$ cat src/rtl/mips_ctrl_pkg.sv
// Shared encodings for the multicycle MIPS32 control path.
// CONTROL_ADDI_EN adds the ADDI_EX/ADDI_WB states.
package mips_ctrl_pkg;

  localparam logic [5:0] OP_RTYPE = 6'b000000;
  localparam logic [5:0] OP_LW    = 6'b100011;
  localparam logic [5:0] OP_SW    = 6'b101011;
  localparam logic [5:0] OP_BEQ   = 6'b000100;
  localparam logic [5:0] OP_J     = 6'b000010;
  localparam logic [5:0] OP_ADDI  = 6'b001000;

  localparam logic [1:0] ALUOP_ADD   = 2'b00;
  localparam logic [1:0] ALUOP_SUB   = 2'b01;
  localparam logic [1:0] ALUOP_FUNCT = 2'b10;

  localparam logic [1:0] ASB_REGB = 2'b00;
  localparam logic [1:0] ASB_FOUR = 2'b01;
  localparam logic [1:0] ASB_IMM  = 2'b10;
  localparam logic [1:0] ASB_IMM2 = 2'b11;

  localparam logic [1:0] PCS_ALU    = 2'b00;
  localparam logic [1:0] PCS_ALUOUT = 2'b01;
  localparam logic [1:0] PCS_JUMP   = 2'b10;

  typedef enum logic [3:0] {
    S_FETCH    = 4'd0,
    S_DECODE   = 4'd1,
    S_MEMADR   = 4'd2,
    S_MEMRD    = 4'd3,
    S_MEMWB    = 4'd4,
    S_MEMWR    = 4'd5,
    S_EXEC     = 4'd6,
    S_RTYPE_WB = 4'd7,
    S_BRANCH   = 4'd8,
    S_JUMP     = 4'd9
`ifdef CONTROL_ADDI_EN
    ,
    S_ADDI_EX  = 4'd10,
    S_ADDI_WB  = 4'd11
`endif
  } state_t;

  typedef struct packed {
    logic       pc_write;
    logic       pc_write_cond;
    logic       i_or_d;
    logic       mem_read;
    logic       mem_write;
    logic       mem_to_reg;
    logic       ir_write;
    logic       alu_src_a;
    logic       reg_write;
    logic       reg_dst;
    logic [1:0] alu_op;
    logic [1:0] alu_src_b;
    logic [1:0] pc_source;
  } ctrl_t;

endpackage

$ cat src/rtl/control_multiciclo_if.sv
// Controller <-> datapath bundle: opcode/mem_ready in, control lines out.
interface control_multiciclo_if;
  logic [5:0] opcode;
  logic       mem_ready;
  logic       PCWrite;
  logic       PCWriteCond;
  logic       IorD;
  logic       MemRead;
  logic       MemWrite;
  logic       MemtoReg;
  logic       IRWrite;
  logic       ALUSrcA;
  logic       RegWrite;
  logic       RegDst;
  logic [1:0] ALUOp;
  logic [1:0] ALUSrcB;
  logic [1:0] PCSource;
  logic       illegal;

  modport master (
    input  opcode, mem_ready,
    output PCWrite, PCWriteCond, IorD, MemRead, MemWrite,
    output MemtoReg, IRWrite, ALUSrcA, RegWrite, RegDst,
    output ALUOp, ALUSrcB, PCSource, illegal
  );

  modport slave (
    output opcode, mem_ready,
    input  PCWrite, PCWriteCond, IorD, MemRead, MemWrite,
    input  MemtoReg, IRWrite, ALUSrcA, RegWrite, RegDst,
    input  ALUOp, ALUSrcB, PCSource, illegal
  );
endinterface

$ cat src/rtl/control_multiciclo_salidas.sv
// Combinational state -> control decoder; en low forces every line to 0.
// CONTROL_ADDI_EN adds the addi execute/write-back decodes.
module control_multiciclo_salidas
  import mips_ctrl_pkg::*;
(
  input  state_t state,
  input  logic   mem_ready,
  input  logic   en,
  output ctrl_t  ctrl
);

  always_comb begin
    ctrl = '0;
    if (en) begin
      unique case (state)
        S_FETCH: begin
          ctrl.mem_read  = 1'b1;
          ctrl.alu_src_b = ASB_FOUR;
          ctrl.alu_op    = ALUOP_ADD;
          ctrl.ir_write  = mem_ready;
          ctrl.pc_write  = mem_ready;
        end
        S_DECODE: begin
          ctrl.alu_src_b = ASB_IMM2;
          ctrl.alu_op    = ALUOP_ADD;
        end
        S_MEMADR: begin
          ctrl.alu_src_a = 1'b1;
          ctrl.alu_src_b = ASB_IMM;
        end
        S_MEMRD: begin
          ctrl.mem_read = 1'b1;
          ctrl.i_or_d   = 1'b1;
        end
        S_MEMWB: begin
          ctrl.reg_write  = 1'b1;
          ctrl.mem_to_reg = 1'b1;
        end
        S_MEMWR: begin
          ctrl.mem_write = 1'b1;
          ctrl.i_or_d    = 1'b1;
        end
        S_EXEC: begin
          ctrl.alu_src_a = 1'b1;
          ctrl.alu_src_b = ASB_REGB;
          ctrl.alu_op    = ALUOP_FUNCT;
        end
        S_RTYPE_WB: begin
          ctrl.reg_write = 1'b1;
          ctrl.reg_dst   = 1'b1;
        end
        S_BRANCH: begin
          ctrl.alu_src_a     = 1'b1;
          ctrl.alu_op        = ALUOP_SUB;
          ctrl.pc_write_cond = 1'b1;
          ctrl.pc_source     = PCS_ALUOUT;
        end
        S_JUMP: begin
          ctrl.pc_write  = 1'b1;
          ctrl.pc_source = PCS_JUMP;
        end
`ifdef CONTROL_ADDI_EN
        S_ADDI_EX: begin
          ctrl.alu_src_a = 1'b1;
          ctrl.alu_src_b = ASB_IMM;
        end
        S_ADDI_WB: begin
          ctrl.reg_write = 1'b1;
        end
`endif
        default: ctrl = '0;
      endcase
    end
  end

endmodule

$ cat src/rtl/control_multiciclo.sv
// Multicycle MIPS32 main control FSM: state register and next-state logic.
// CONTROL_ADDI_EN enables addi (opcode 001000); otherwise it is illegal.
module control_multiciclo
  import mips_ctrl_pkg::*;
(
  input logic clk,
  input logic rst_n,
  control_multiciclo_if.master bus
);

  state_t state;
  state_t state_nx;
  logic   bad_op;
  ctrl_t  ctrl;

  always_ff @(posedge clk or negedge rst_n) begin
    if (!rst_n) state <= S_FETCH;
    else        state <= state_nx;
  end

  always_comb begin
    state_nx = S_FETCH;
    bad_op   = 1'b0;
    unique case (state)
      S_FETCH:  state_nx = bus.mem_ready ? S_DECODE : S_FETCH;
      S_DECODE: begin
        unique case (bus.opcode)
          OP_LW, OP_SW: state_nx = S_MEMADR;
          OP_RTYPE:     state_nx = S_EXEC;
          OP_BEQ:       state_nx = S_BRANCH;
          OP_J:         state_nx = S_JUMP;
`ifdef CONTROL_ADDI_EN
          OP_ADDI:      state_nx = S_ADDI_EX;
`endif
          default:      bad_op   = 1'b1;
        endcase
      end
      S_MEMADR: begin
        if (bus.opcode == OP_LW)      state_nx = S_MEMRD;
        else if (bus.opcode == OP_SW) state_nx = S_MEMWR;
      end
      S_MEMRD:    state_nx = bus.mem_ready ? S_MEMWB : S_MEMRD;
      S_MEMWR:    state_nx = bus.mem_ready ? S_FETCH : S_MEMWR;
      S_EXEC:     state_nx = S_RTYPE_WB;
`ifdef CONTROL_ADDI_EN
      S_ADDI_EX:  state_nx = S_ADDI_WB;
`endif
      default:    state_nx = S_FETCH;
    endcase
  end

  control_multiciclo_salidas u_salidas (
    .state     (state),
    .mem_ready (bus.mem_ready),
    .en        (rst_n),
    .ctrl      (ctrl)
  );

  assign bus.PCWrite     = ctrl.pc_write;
  assign bus.PCWriteCond = ctrl.pc_write_cond;
  assign bus.IorD        = ctrl.i_or_d;
  assign bus.MemRead     = ctrl.mem_read;
  assign bus.MemWrite    = ctrl.mem_write;
  assign bus.MemtoReg    = ctrl.mem_to_reg;
  assign bus.IRWrite     = ctrl.ir_write;
  assign bus.ALUSrcA     = ctrl.alu_src_a;
  assign bus.RegWrite    = ctrl.reg_write;
  assign bus.RegDst      = ctrl.reg_dst;
  assign bus.ALUOp       = ctrl.alu_op;
  assign bus.ALUSrcB     = ctrl.alu_src_b;
  assign bus.PCSource    = ctrl.pc_source;
  assign bus.illegal     = rst_n & bad_op;

endmodule
$ cat src/flat_wrapper.sv
// flat-port wrapper written by rule: the top's interface ports become plain ports
module control_multiciclo_flat import mips_ctrl_pkg::*;
  (clk, rst_n, bus_opcode, bus_mem_ready, bus_PCWrite, bus_PCWriteCond, bus_IorD, bus_MemRead, bus_MemWrite, bus_MemtoReg, bus_IRWrite, bus_ALUSrcA, bus_RegWrite, bus_RegDst, bus_ALUOp, bus_ALUSrcB, bus_PCSource, bus_illegal);
  control_multiciclo_if bus_i ();
  input logic clk;
  input logic rst_n;
  input wire logic [$bits(bus_i.opcode)-1:0] bus_opcode;
  input wire logic [$bits(bus_i.mem_ready)-1:0] bus_mem_ready;
  output wire logic [$bits(bus_i.PCWrite)-1:0] bus_PCWrite;
  output wire logic [$bits(bus_i.PCWriteCond)-1:0] bus_PCWriteCond;
  output wire logic [$bits(bus_i.IorD)-1:0] bus_IorD;
  output wire logic [$bits(bus_i.MemRead)-1:0] bus_MemRead;
  output wire logic [$bits(bus_i.MemWrite)-1:0] bus_MemWrite;
  output wire logic [$bits(bus_i.MemtoReg)-1:0] bus_MemtoReg;
  output wire logic [$bits(bus_i.IRWrite)-1:0] bus_IRWrite;
  output wire logic [$bits(bus_i.ALUSrcA)-1:0] bus_ALUSrcA;
  output wire logic [$bits(bus_i.RegWrite)-1:0] bus_RegWrite;
  output wire logic [$bits(bus_i.RegDst)-1:0] bus_RegDst;
  output wire logic [$bits(bus_i.ALUOp)-1:0] bus_ALUOp;
  output wire logic [$bits(bus_i.ALUSrcB)-1:0] bus_ALUSrcB;
  output wire logic [$bits(bus_i.PCSource)-1:0] bus_PCSource;
  output wire logic [$bits(bus_i.illegal)-1:0] bus_illegal;
  assign bus_i.opcode = bus_opcode;
  assign bus_i.mem_ready = bus_mem_ready;
  assign bus_PCWrite = bus_i.PCWrite;
  assign bus_PCWriteCond = bus_i.PCWriteCond;
  assign bus_IorD = bus_i.IorD;
  assign bus_MemRead = bus_i.MemRead;
  assign bus_MemWrite = bus_i.MemWrite;
  assign bus_MemtoReg = bus_i.MemtoReg;
  assign bus_IRWrite = bus_i.IRWrite;
  assign bus_ALUSrcA = bus_i.ALUSrcA;
  assign bus_RegWrite = bus_i.RegWrite;
  assign bus_RegDst = bus_i.RegDst;
  assign bus_ALUOp = bus_i.ALUOp;
  assign bus_ALUSrcB = bus_i.ALUSrcB;
  assign bus_PCSource = bus_i.PCSource;
  assign bus_illegal = bus_i.illegal;
  control_multiciclo u_core (.clk(clk), .rst_n(rst_n), .bus(bus_i));
endmodule
$ cat config.mk
export PLATFORM = sky130hd
export DESIGN_NAME = control_multiciclo_flat
export DESIGN_NICKNAME = d
export VERILOG_FILES = /design/src/rtl/mips_ctrl_pkg.sv /design/src/rtl/control_multiciclo_if.sv /design/src/rtl/control_multiciclo_salidas.sv /design/src/rtl/control_multiciclo.sv /design/src/flat_wrapper.sv
export SDC_FILE = /design/constraint.sdc
export NUM_CORES = 1
export LEC_CHECK = 0
export CORE_AREA = 2 2 39 41
export CTS_CLUSTER_DIAMETER = 200
export DETAILED_ROUTE_END_ITERATION = 6
export DIE_AREA = 0 0 41 43
export DONT_BUFFER_PORTS = 1
export GPL_TIMING_DRIVEN = 1
export PLACE_DENSITY = 0.56
export SETUP_SLACK_MARGIN = 0.02
export SYNTH_ARGS = -nofsm -noshare
export SYNTH_HDL_FRONTEND = slang
export SYNTH_SLANG_ARGS = --single-unit
$ cat constraint.sdc
create_clock -name clk -period 1.2 [get_ports clk]
set_input_delay 0.18 -clock clk [delete_from_list [all_inputs] [get_ports clk]]
set_output_delay 0.18 -clock clk [all_outputs]
set_load 0.1 [all_outputs]
* Word-level counts from Yosys, hierarchy flattened
Index checks and enable logic that the tools add are counted.
Storage, ports and cells: register bits 4, bits in latches 0, memory bits (writable) 0, ROM bits 0, input bits 9, word-level logic and storage cells 46, memories kept 0
Operators by class: add/subtract/negate cells 0, multipliers 0, div/mod/pow operators 0, magnitude comparators 0, equality and inequality tests 13, shifts and indexed selects 0, multiplexer cells 23, bitwise operators 1, reductions and logical operators 8
Operators by type and width (number):
- 4-bit case mux with 6 select lines | 1
- 4-bit by 3-bit == test with 1-bit output (second input constant) | 4
- 16-bit two-way mux | 1
- 4-bit case mux with 4 select lines | 1
- 6-bit == test (second input constant) | 2
- 1-bit two-way mux | 12
- 3-bit two-way mux | 3
- 4-bit by 2-bit == test with 1-bit output (second input constant) | 2
- 4-bit == test (second input constant) | 2
- 2-bit case mux with 2 select lines | 2
- 2-bit OR reduction | 4
- 6-bit by 2-bit == test with 1-bit output (second input constant) | 1
- 6-bit by 3-bit == test with 1-bit output (second input constant) | 1
- 6-bit logical NOT | 1
- 2-bit case mux with 3 select lines | 1
- 5-bit OR reduction | 1
- 4-bit by 1-bit == test with 1-bit output (second input constant) | 1
- 4-bit logical NOT | 1
- 4-bit two-way mux | 1
- 3-bit OR reduction | 1
- 1-bit case mux with 2 select lines | 1
- 1-bit bitwise AND | 1

* Depth between registers and ports, before layout
Gate-level depths: netlist of the first run.
word-level depth 5, gate-level depth with buffers 5, gate-level depth less buffers 3

* Modules after synthesis
From an unflattened synthesis of the first run, not the netlist that was laid out.
Unflattened totals: cell total of the unflattened synthesis 69, area, all modules 595.6 um2
By module, submodules not included:
- control_multiciclo | times used 1, cells each 38, area an instance 372.9 um2
- control_multiciclo_salidas | times used 1, cells each 31, area an instance 222.7 um2

* Worst setup path after synthesis of the first run
OpenSTA, ideal clock, no wires.
path kind reg2out, start reg u_core.state[3], end out bus_illegal, arrival 4008 ps, path slack -2988 ps, stages on the path, launching flop included 5, buffers on the path 1, cell sequence dfrtp_1 -> buf_2 -> nor2b_1 -> nor3b_1 -> and4_1
Between the ends: word-level cells in the longest chain between the ends 3
RTL lines:
- start, declared | RTL line control_multiciclo.sv:11 | state_t state;
- start signal, assigned | RTL line control_multiciclo.sv:18 | else state <= state_nx;
- 4-bit by 1-bit == test with 1-bit output | RTL line control_multiciclo.sv:24 | unique case (state)
- 1-bit two-way mux | RTL line control_multiciclo.sv:24
- 1-bit bitwise AND | RTL line control_multiciclo.sv:72 | assign bus.illegal = rst_n & bad_op;
- end, declared | RTL line flat_wrapper.sv:22 | output wire logic [$bits(bus_i.illegal)-1:0] bus_illegal;
No other way between the ends.

* Final worst setup path of the first run
Same ends and word-level chain as after synthesis.

==> flow_metrics.tcl, run 1 <==
set metrics [dict create \
    layoutNonFillerInstCount 128 \
    ys_ff_latch 4 \
    dr_total_vias 770 \
    cts_buffers 3 \
    grt_overflow 0 \
    cts_tree "yes" \
    worstPathArrival_ps 1550 \
    slew_viol_final 0 \
    setup.worst_path.class "flip-flop to output port" \
    ys.warnings.count 0 \
    largest_reg_flops 4 \
    core_region_area_mm2 0.00138 \
    cp-start-kind "flip-flop" \
    yosysTopAreaCell "dfrtp_1" \
    peakVddDrop_mv 0.487 \
    antenna_left 0 \
    yosys-top-cells-area "dfrtp_1 (20%), nor3_1 (5.9%), nor2_1 (5.9%), nor3b_1 (5.9%), o211ai_1 (5.9%)" \
    cts_max_level 1 \
    die_area_mm2 0.00176 \
    hold_viol 0 \
    drive_above_1_share 0.679 \
    final_common_cell "buf_4" \
    finalCritPeriodShare 1.44 \
    finClkSkew_ps 5.29 \
    power_density_mw_per_mm2 630 \
    ff_latch_area_um2 103 \
    reg2reg_depth 5 \
    status "complete, but fails checks" \
    totalPowerFinal_uw 783 \
    io_pins 26 \
    max-cap-violations 0 \
    worstSetupStartpoint "u_core.state[3]" \
    grt.total_usage 0.269 \
    grt_pass1_vias 742 \
    wl_um 2370 \
    ys_async_sr_fraction 1.00 \
    place_area_mm2 0.00105 \
    grt_start_max_net_pins 13 \
    top_register "u_core.state" \
    root_buffer "clkbuf_4" \
    synth_cell_type_count 29 \
    syn_area_um2 512 \
    violations "setup timing" \
    syn_inst 69 \
    finalCriticalPeriod_ps 1730 \
    clkSinkCount 4 \
    stdcell_area_mm2 0.00124 \
    clkLatencyLatePin_ps 260 \
    drtIter0Drc 19 \
    path_max_fanout 4 \
    route.detailed.drc 0 \
    synth_edf_count 0 \
    initial_core_util 0.370 \
    multiInputGateArea_um2 532 \
    nNetsFinal 123 \
    r2r_end "u_core.state[1]" \
    finalSetupViolations 21 \
    p_leak_nw 0.533 \
    end_kind "output port" \
    grt_pass1_wl_um 3150 \
    reg_top3 "u_core.state x4" \
    fin_util 0.899 \
    worstMarginPinSlew_ps 322 \
    rsz0062_at_grt "true" \
    num-fill-cells 59 \
    fin_ws_ps -526 \
    syn_nets 78 \
    dr.pass1.iters 6 \
    placed_cells 113 \
    relSlewSlack 0.783 \
    clk_transition_reported_paths_ps 50 \
    r2r_setup_slack_ps -370 \
    max_clock_freq_mhz 579 \
    syn_avg_cell_area_um2 7.42 \
    cts_buffer_depth 2 \
    avgViaCountPerCell 6.02 \
    antenna_found_initial 0 \
    worstHoldPathType "primary input to flip-flop" \
    final_cell_mix "buf_4 (26), buf_12 (14)" \
    port_buffers 0 \
    critical_path.endpoint "bus_illegal" \
    synth_seq_area_share 0.196 \
    synth_top_area_frac 0.196 \
    required_ps 1020 \
    die_height_um 43 \
    diodes 0 \
    syn_to_final_growth_pct 143 \
    rows 14 \
    hpwl_um 1410 \
    routedWlPerCell_um 18.5 \
    worstReg2RegStart "u_core.state[2]" \
    die_w_um 41 \
    routabilityCongestion 0.910 \
    synth_flop_cell "dfrtp_1" \
]
cells by family after synthesis:
kind of cell | share of synthesized area
compound gates | 0.139
flops | 0.196
buf+inv | 0.0856
xor+xnor | 0.0342
simple gates | 0.545
Yosys cell counts (2+ instances only):
| library cell | number |
|---|---|
| inv_1 | 3 |
| nor2_1 | 8 |
| nand4_1 | 2 |
| buf_2 | 5 |
| xor2_1 | 2 |
| nor3b_1 | 4 |
| nor4_1 | 2 |
| nand2b_1 | 3 |
| nor2b_1 | 3 |
| nand2_1 | 3 |
| and4_1 | 2 |
| and3_1 | 3 |
| nand3b_1 | 2 |
| o211ai_1 | 4 |
| dfrtp_1 | 4 |
| nor3_1 | 6 |
through the flow:
| stage | setup slack (ps) | hold slack [ps] | setup TNS, ps |
|---|---|---|---|
| 6_report | -526 | 58.9 | -8570 |
| 4_1_cts | -478 | 64.6 | -7670 |
| 3_3_place_gp | -231 | -115 | -3560 |
| 3_5_place_dp | -264 | -115 | -3990 |
| 2_1_floorplan | -1050 | -116 | -10770 |
| 5_1_grt | -575 | 62.0 | -9600 |
power breakdown:
| part | total (mW) | switching (mW) | internal [mW] |
|---|---|---|---|
| registers | 0.157 | 0.0153 | 0.142 |
| logic | 0.428 | 0.257 | 0.172 |
| clock network | 0.198 | 0.0838 | 0.114 |
| total | 0.783 | 0.356 | 0.427 |
repair_timing:
item | 4_1_cts | 5_1_grt
hold buffers | 1 | 0
pin swaps | 5 | 7
setup endpoints to repair | 21 | 21
resized for setup | 7 | 14
buffers inserted | 4 | 7
endpoints found under the hold margin | 4 | 0
area by class of cell:
cell class | instances | area share
timing repair buffer | 46 | 0.447
sequential | 4 | 0.0825
multi-input combinational | 56 | 0.428
clock buffer | 3 | 0.0181
tap | 16 | 0.0161
inverter | 3 | 0.00905
metal layers:
layer | up-vias | share of wire | GRT usage
li1 | 343 | - | -
met1 | 366 | 0.36 | 0.284
met3 | 14 | 0.059 | 0.0576
met2 | 47 | 0.54 | 0.431
met4 | 0 | 0.042 | 0.207
met5 | - | 0 | 0
worst min path at each step:
stage,depth (start not counted),endpoint,from
global placement,0,u_core.state[2],rst_n
detailed placement,0,u_core.state[2],rst_n
floorplan,0,u_core.state[0],rst_n
finish,1,u_core.state[1],bus_opcode[3]
CTS,1,u_core.state[1],bus_opcode[3]
global route,1,u_core.state[1],bus_opcode[3]
critical path, cell delays in order, from the launching register on:
cell and delay [ps]:
dfrtp_1 440, nor2b_4 180, nor3b_4 240, and4_4 260
buf_12 170
(Power assumes the default switching activity.)
==> inputs of run 2 (changes only) <==
--- a/constraint.sdc
+++ b/constraint.sdc
@@ -3,2 +3,2 @@
 set_output_delay 0.18 -clock clk [all_outputs]
-set_load 0.1 [all_outputs]
+set_load 0.02 [all_outputs]
==> run 2 against run 1 <==
The run still ends with setup timing left. Die area did not move. Hold slack got worse by 13 ps. Via count fell by 24%. Final cell count decreased by 16%. Sequential power is essentially flat. Critical endpoint unchanged. Largest cell class is now multi-input combinational cells.
==> flow_metrics.tcl, run 2 (synthesized netlist as in run 1, its figures left out) <==
set metrics [dict create \
    status "complete, but fails checks" \
    violations "setup timing" \
    met2_usage 0.300 \
    totalPowerFinal_uw 566 \
    final_cell_mix "buf_4 (17), buf_6 (7), nor2_1 (4), o211ai_1 (4), nor2_4 (4)" \
    cts_max_level 1 \
    required_ps 1020 \
    clkLatencyLatePin_ps 250 \
    stdcell_area_um2 900 \
    fin_util 0.650 \
    die_height_um 43 \
    port_buffers 0 \
    finalSetupViolations 21 \
    die_area_mm2 0.00176 \
    fin_ws_ps -317 \
    placed_cells 100 \
    r2r_setup_slack_ps -100 \
    fin_tns_setup_ps -4550 \
    path_max_fanout 7 \
    use_met3 0.0366 \
    max_clock_freq_mhz 659 \
    p_leak_nw 0.392 \
    whs_ps 46.2 \
    reg2reg_depth 5 \
    antenna_left 0 \
    power_density_mw_per_mm2 630 \
    finClkSkew_ps 14.0 \
    routabilityCongestion 0.752 \
    routedWlPerCell_um 13.1 \
    grt_pass1_wl_um 2190 \
    dr_total_vias 589 \
    wl_um 1410 \
    hpwl_um 1110 \
    grt-busiest-layer "met2" \
    end_kind "output port" \
    rsz0062_at_grt "true" \
    nNetsFinal 102 \
    finalCritPeriodShare 1.26 \
    io_pins 26 \
    antenna_found_initial 0 \
    avgViaCountPerCell 5.45 \
    grt_pass1_vias 556 \
    syn_to_final_growth_pct 75.8 \
    layoutNonFillerInstCount 108 \
    slew_viol_final 0 \
    worstReg2RegStart "u_core.state[1]" \
    setup.worst_path.class "flip-flop to output port" \
    worstHoldPathType "primary input to flip-flop" \
    root_buffer "clkbuf_4" \
    cts_buffer_depth 2 \
    cts_tree "yes" \
    rows 14 \
    finalCriticalPeriod_ps 1520 \
    clkSinkCount 4 \
    pre_cts_slack_ps -155 \
    r2r_end "u_core.state[1]" \
    holdPathEnd "u_core.state[1]" \
    cp-start-kind "flip-flop" \
    die_w_um 41 \
    diodes 0 \
    worstPathArrival_ps 1340 \
    reg_top3 "u_core.state x4" \
    core_region_area_mm2 0.00138 \
    relSlewSlack 0.780 \
    grt_start_max_net_pins 10 \
    place_area_um2 778 \
    grt_overflow 0 \
    worstHoldStart "bus_opcode[3]" \
    route.detailed.drc 0 \
    clk_transition_reported_paths_ps 50 \
    worst_hold_path.num_cells 1 \
    dr.pass1.iters 2 \
    hold_viol 0 \
    top_register "u_core.state" \
    initial_core_util 0.370 \
    max-cap-violations 0 \
    drive_above_1_share 0.587 \
    drtIter0Drc 4 \
    grt_util_met1 0.211 \
    worstMarginPinSlew_ps 327 \
    largest_reg_flops 4 \
    cts_buffers 3 \
    peakVddDrop_mv 0.382 \
    final_common_cell "buf_4" \
    grt.total_usage 0.184 \
]
run 2: changes by cell type in the layout (fill, tap and decap cells not counted), sizes merged:
cell	previous run	this run
buf	44	24
run 2: repair_timing:
item | CTS | global route
resized for setup | 14 | 2
pin swaps | 8 | 4
hold buffers | 1 | 0
endpoints found under the hold margin | 4 | 0
setup endpoints to repair | 21 | 21
setup buffers | 2 | 1
run 2: final cells by class:
cell class,instances,area (um2)
Clock buffer,4,26.3
Sequential cell,4,104
Timing Repair Buffer,25,216
Multi-Input combinational cell,56,522
Tap cell,16,20.0
Inverter,3,11.3
Fill cell,124,484
run 2: worst max-delay path by stage:
stage	from	end	cells after the start
global placement	u_core.state[2]	u_core.state[1]	4
finish	u_core.state[1]	bus_illegal	3
CTS	u_core.state[2]	bus_PCSource[0]	3
global route	u_core.state[3]	bus_ALUOp[1]	3
floorplan	u_core.state[2]	bus_PCSource[0]	4
detailed placement	u_core.state[2]	u_core.state[1]	4
run 2: routing by layer:
metal,wire (um),up-vias
met5,0,-
met4,21,0
met3,77,2
met2,783,23
met1,532,261
li1,-,303
run 2: where the power goes:
part | total, mW | switching (mW) | internal [mW]
clock network | 0.192 | 0.0663 | 0.125
registers | 0.157 | 0.0152 | 0.142
logic | 0.217 | 0.112 | 0.105
total | 0.566 | 0.193 | 0.373
run 2: worst max-delay path, stage by stage (launching register included):
cell and delay [ps]:
dfrtp_2 460, buf_6 160, nor3b_4 190, and4_4 280
